<file path="src/rtl/button_bank_repeat.sv">
// Multi-channel button front end: 2-FF sync, counter debounce, press/release pulses,
// hold-to-repeat and global block. Define BTN_ONEHOT_EN to arbitrate press/repeat to the lowest channel.
module button_bank_repeat #(
    parameter int N_CH            = 12,
    parameter int DEBOUNCE_CYCLES = 500000,
    parameter int REPEAT_DELAY    = 25000000,
    parameter int REPEAT_RATE     = 5000000,
    parameter int CNT_W           = 25
) (
    input  logic            clk,
    input  logic            reset,
    input  logic            block,
    input  logic [N_CH-1:0] btn_in,
    input  logic [N_CH-1:0] repeat_mask,
    output logic [N_CH-1:0] btn_raw,
    output logic [N_CH-1:0] btn_level,
    output logic [N_CH-1:0] btn_press,
    output logic [N_CH-1:0] btn_release,
    output logic [N_CH-1:0] btn_repeat
);

    typedef enum logic [1:0] {IDLE, DELAY, RPT} rpt_state_t;

    localparam logic [CNT_W-1:0] DB_LAST    = CNT_W'(DEBOUNCE_CYCLES - 1);
    localparam logic [CNT_W-1:0] DELAY_LAST = CNT_W'(REPEAT_DELAY - 1);
    localparam logic [CNT_W-1:0] RATE_LAST  = CNT_W'(REPEAT_RATE - 1);

    logic [N_CH-1:0]  sync_p0, sync_p1;
    logic [N_CH-1:0]  press_q, release_q, rpt_q;
    logic [CNT_W-1:0] db_cnt  [N_CH];
    logic [CNT_W-1:0] rpt_tmr [N_CH];
    rpt_state_t       rpt_state [N_CH];

    logic [N_CH-1:0]  press_gated, rpt_gated, rpt_qual;
    logic [N_CH-1:0]  press_ev, rpt_ev;

    // Stage p0/p1: synchroniser, then debounce on the p1 level
    always_ff @(posedge clk or posedge reset) begin
        if (reset) begin
            sync_p0   <= '0;
            sync_p1   <= '0;
            btn_level <= '0;
            press_q   <= '0;
            release_q <= '0;
            for (int i = 0; i < N_CH; i++) db_cnt[i] <= '0;
        end else begin
            sync_p0 <= btn_in;
            sync_p1 <= sync_p0;
            for (int i = 0; i < N_CH; i++) begin
                press_q[i]   <= 1'b0;
                release_q[i] <= 1'b0;
                if (sync_p1[i] != btn_level[i]) begin
                    if (db_cnt[i] == DB_LAST) begin
                        btn_level[i] <= sync_p1[i];
                        db_cnt[i]    <= '0;
                        press_q[i]   <= sync_p1[i];
                        release_q[i] <= ~sync_p1[i];
                    end else begin
                        db_cnt[i] <= db_cnt[i] + CNT_W'(1);
                    end
                end else begin
                    db_cnt[i] <= '0;
                end
            end
        end
    end

    // Block masks events in the cycle they would appear, so they are dropped rather than deferred
    assign press_gated = press_q & ~{N_CH{block}};
    assign btn_release = release_q & ~{N_CH{block}};
    assign rpt_qual    = btn_level & repeat_mask & ~{N_CH{block}};
    assign rpt_gated   = rpt_q & rpt_qual;

`ifdef BTN_ONEHOT_EN
    assign press_ev = press_gated & (~press_gated + N_CH'(1));
    assign rpt_ev   = rpt_gated & (~rpt_gated + N_CH'(1));
`else
    assign press_ev = press_gated;
    assign rpt_ev   = rpt_gated;
`endif

    assign btn_raw    = sync_p1;
    assign btn_press  = press_ev;
    assign btn_repeat = rpt_ev;

    // Repeat FSM: rpt_q is set one cycle ahead of the pulse; the timer counts cycles since the last event
    always_ff @(posedge clk or posedge reset) begin
        if (reset) begin
            rpt_q <= '0;
            for (int i = 0; i < N_CH; i++) begin
                rpt_state[i] <= IDLE;
                rpt_tmr[i]   <= '0;
            end
        end else begin
            for (int i = 0; i < N_CH; i++) begin
                rpt_q[i] <= 1'b0;
                if (!rpt_qual[i]) begin
                    rpt_state[i] <= IDLE;
                    rpt_tmr[i]   <= '0;
                end else begin
                    case (rpt_state[i])
                        IDLE: begin
                            if (press_ev[i]) begin
                                if (REPEAT_DELAY == 1) begin
                                    rpt_q[i]     <= 1'b1;
                                    rpt_state[i] <= RPT;
                                    rpt_tmr[i]   <= '0;
                                end else begin
                                    rpt_state[i] <= DELAY;
                                    rpt_tmr[i]   <= CNT_W'(1);
                                end
                            end
                        end
                        DELAY: begin
                            if (rpt_tmr[i] == DELAY_LAST) begin
                                rpt_q[i]     <= 1'b1;
                                rpt_state[i] <= RPT;
                                rpt_tmr[i]   <= '0;
                            end else begin
                                rpt_tmr[i] <= rpt_tmr[i] + CNT_W'(1);
                            end
                        end
                        RPT: begin
                            if (rpt_tmr[i] == RATE_LAST) begin
                                rpt_q[i]   <= 1'b1;
                                rpt_tmr[i] <= '0;
                            end else begin
                                rpt_tmr[i] <= rpt_tmr[i] + CNT_W'(1);
                            end
                        end
                        default: begin
                            rpt_state[i] <= IDLE;
                            rpt_tmr[i]   <= '0;
                        end
                    endcase
                end
            end
        end
    end

endmodule

</file>
<file path="config.mk">
export PLATFORM = sky130hd
export DESIGN_NAME = button_bank_repeat
export DESIGN_NICKNAME = d
export VERILOG_FILES = /design/src/rtl/button_bank_repeat.sv
export SDC_FILE = /design/constraint.sdc
export NUM_CORES = 2
export LEC_CHECK = 0
export CORE_ASPECT_RATIO = 0.7
export CORE_MARGIN = 2
export CORE_UTILIZATION = 50
export DETAILED_ROUTE_END_ITERATION = 12
export GPL_ROUTABILITY_DRIVEN = 0
export PLACE_DENSITY = 0.67
export SYNTH_ARGS = -nofsm -noshare
export SYNTH_HDL_FRONTEND = slang
export SYNTH_SLANG_ARGS = --single-unit
</file>
<file path="constraint.sdc">
create_clock -name clk -period 35.3 [get_ports clk]
set_input_delay 8.825 -clock clk [delete_from_list [all_inputs] [get_ports clk]]
set_output_delay 8.825 -clock clk [all_outputs]
set_load 0.02 [all_outputs]
</file>
==> flow_metrics.tcl <==
set metrics [dict create \
    status "finished clean" \
    hpwlAfterDp_um 47100 \
    p_per_area_mw_per_mm2 42.1 \
    die_width_um 322 \
    cts_resized 0 \
    cts_tree "built" \
    drc 0 \
    overflow 0 \
    synthTopCellsByArea "dfrtp_1 (49%), nor2_1 (7.5%), xor2_1 (7.0%)" \
    required_ns 26.47 \
    drt_pass1_iterations 5 \
    skew_ns 0.0227 \
    async_flop_share_pct 100 \
    hold_viol 0 \
    place_inst 4618 \
    drt_iter0_markers 1915 \
    grtUsageMet1_pct 32.1 \
    rsz0062_at_grt "false" \
    ctsHoldBuffers 0 \
    synth_commonest_cells "nor2_1 (710), dfrtp_1 (696), xor2_1 (282)" \
    die_h_um 226 \
    tns_ns 0 \
    clockBufferDepth 3 \
    syn-cell-area_mm2 0.0353 \
    antenna_left 0 \
    slowest_stage "clkdlybuf4s50_1" \
    synth_edf_count 0 \
    syn-num-nets 3794 \
    drive_gt1_share_pct 5.31 \
    numCtsBuffers 73 \
    cts.sinks 696 \
    diodes 0 \
    syn_avg_cell_area_um2 9.59 \
    start_util_pct 50.6 \
    cp_max_fo 42 \
    ir_drop_v 0.0000357 \
    grt_pass1_wl_um 122000 \
    routed_wl_um 71200 \
    setup_viol 0 \
    post-route-util_pct 56.8 \
    post-cts-setup-buffers 0 \
    yosysSeqAreaShare_pct 49.3 \
    wl_per_cell_um 15.0 \
    synth.top_cell.area_share_pct 49.3 \
    synth_area_leader_cell "dfrtp_1" \
    r2r_slack_ns 32.24 \
    antenna_found_initial 1 \
    max_slew_margin_pct 17.6 \
    portBuffers 86 \
    drv_slew 0 \
    criticalPathCategory "in2out" \
    synth_most_common_cell "nor2_1" \
    grt_max_degree 164 \
    grt_busiest_layer "met1" \
    p_leak_nw 16.5 \
    min_period_ns 19.73 \
    ys.flop_type "dfrtp_1" \
    grtUsageMet2_pct 27.6 \
    worstMarginPinSlew_ns 1.22 \
    cp.arrival_ns 10.90 \
    htree_levels 3 \
    path_cells "buf_2 > buf_4 > nand3b_1 > nor2_1 > clkdlybuf4s50_1" \
    num_vias 25800 \
    worst_setup_path_end_kind "output port" \
    viasPerCell 5.42 \
    cp-start-kind "primary input" \
    grtUsageMet3_pct 2.95 \
    row_count 81 \
    hp-class "reg2reg" \
    fin_crit_sh_pct 55.9 \
    clock.fmax_mhz 50.7 \
    yosysWarnings 0 \
    max_stage_delay_ns 0.66 \
    netlist_instances 3683 \
    die_area_mm2 0.0728 \
    area_delta_synth_final_pct 12.3 \
    cts-root-buf "clkbuf_16" \
    clock_latency_ns 0.62 \
    coreArea_mm2 0.0698 \
    grt_use_total_pct 19.9 \
    yosys_register_bits 696 \
    top_level_ports 87 \
    path_clk_slew_ns 0.06 \
    layout.nets 3891 \
    maxCapViolCount 0 \
    ys_types 81 \
    fin_cells 4752 \
    first_global_vias 24000 \
]
## cell usage in the layout, fill, tap and decap left out, types with 19 or more instances in the layout
cell	netlist	routed
a21oi_1	40	40
a22o_1	33	33
and2_1	25	25
and3_1	108	108
and4_1	37	37
clkbuf_16	0	79
clkdlybuf4s50_1	0	85
dfrtp_1	696	696
ha_1	84	84
inv_1	114	113
nand2_1	268	268
nand3_1	245	245
nand3b_1	19	19
nand4_1	124	124
nor2_1	710	710
nor2b_1	56	56
nor3_1	92	92
nor3b_1	27	27
nor4_1	64	64
nor4b_1	21	21
o21ai_0	72	72
or3_1	29	29
xnor2_1	215	215
xor2_1	282	282
## final timing paths
check,from,to,cells after the start
max,block,btn_repeat[8],5
min,sync_p0[0],btn_raw[0],0
max reg2reg,rpt_tmr[117],rpt_tmr[124],6
min reg2reg,sync_p0[0],btn_raw[0],0
max in group asynchronous,reset,db_cnt[121],4
min in group asynchronous,reset,btn_level[5],2
## power by group
group | switching (mW) | internal [mW]
clock | 0.324 | 0.505
sequential | 0.00476 | 0.802
combinational | 0.0261 | 0.00859
## worst max-delay path, delay by kind of cell
| family | cells | cell delay (ns) |
|---|---|---|
| buffers and inverters | 3 | 1.07 |
| AND/OR/NAND/NOR | 2 | 0.96 |
## layout make-up
class,instances,area (µm²)
inverters,114,435
flip-flops and latches,696,17400
clock buffers,111,2280
clock inverters,23,333
multi-input cells,2796,17100
fillers,6098,30200
repair buffers,99,966
well taps,913,1140
## layer usage
| metal | routed length [µm] | part of all wire, % | up-vias |
|---|---|---|---|
| met3 | 2480 | 3.5 | 74 |
| met5 | 0 | 0 | - |
| met2 | 29000 | 41 | 331 |
| met4 | 1150 | 1.6 | 0 |
| li1 | - | - | 12900 |
| met1 | 38600 | 54 | 12500 |
## registers in the layout (all words and copies together), names as in the netlist
register   cells
btn_raw       12
rpt_state     24
sync_p0       12
db_cnt       300
press_q       12
release_q     12
btn_level     12
rpt_q         12
rpt_tmr      300
## metrics by stage
stage                     hold slack [ns]  instance area [µm²]  setup WS [ns]  total power [mW]
final                               0.346                39700          15.57              1.67
after global routing                0.356                39700          15.51              1.74
after CTS                           0.346                39700          15.60              1.70
after detailed placement            0.335                37100          15.60             0.858
after global placement              0.332                37100          15.63             0.858
after floorplan                     0.331                35300           6.96             0.845
## logic make-up (layout without fill, tap and decap cells)
group,count (synthesis),in the layout,share of synthesized area [%]
buffers and inverters,191,347,2.25
XOR/XNOR,497,497,12.3
flip-flops,696,696,49.3
AND/OR/NAND/NOR,1941,1941,27.5
AO/OA/AOI/OAI,255,255,5.03
adder cells (fa/ha/maj),84,84,2.98
multiplexers,19,19,0.581
No activity file was read; power rests on OpenSTA's default activity.
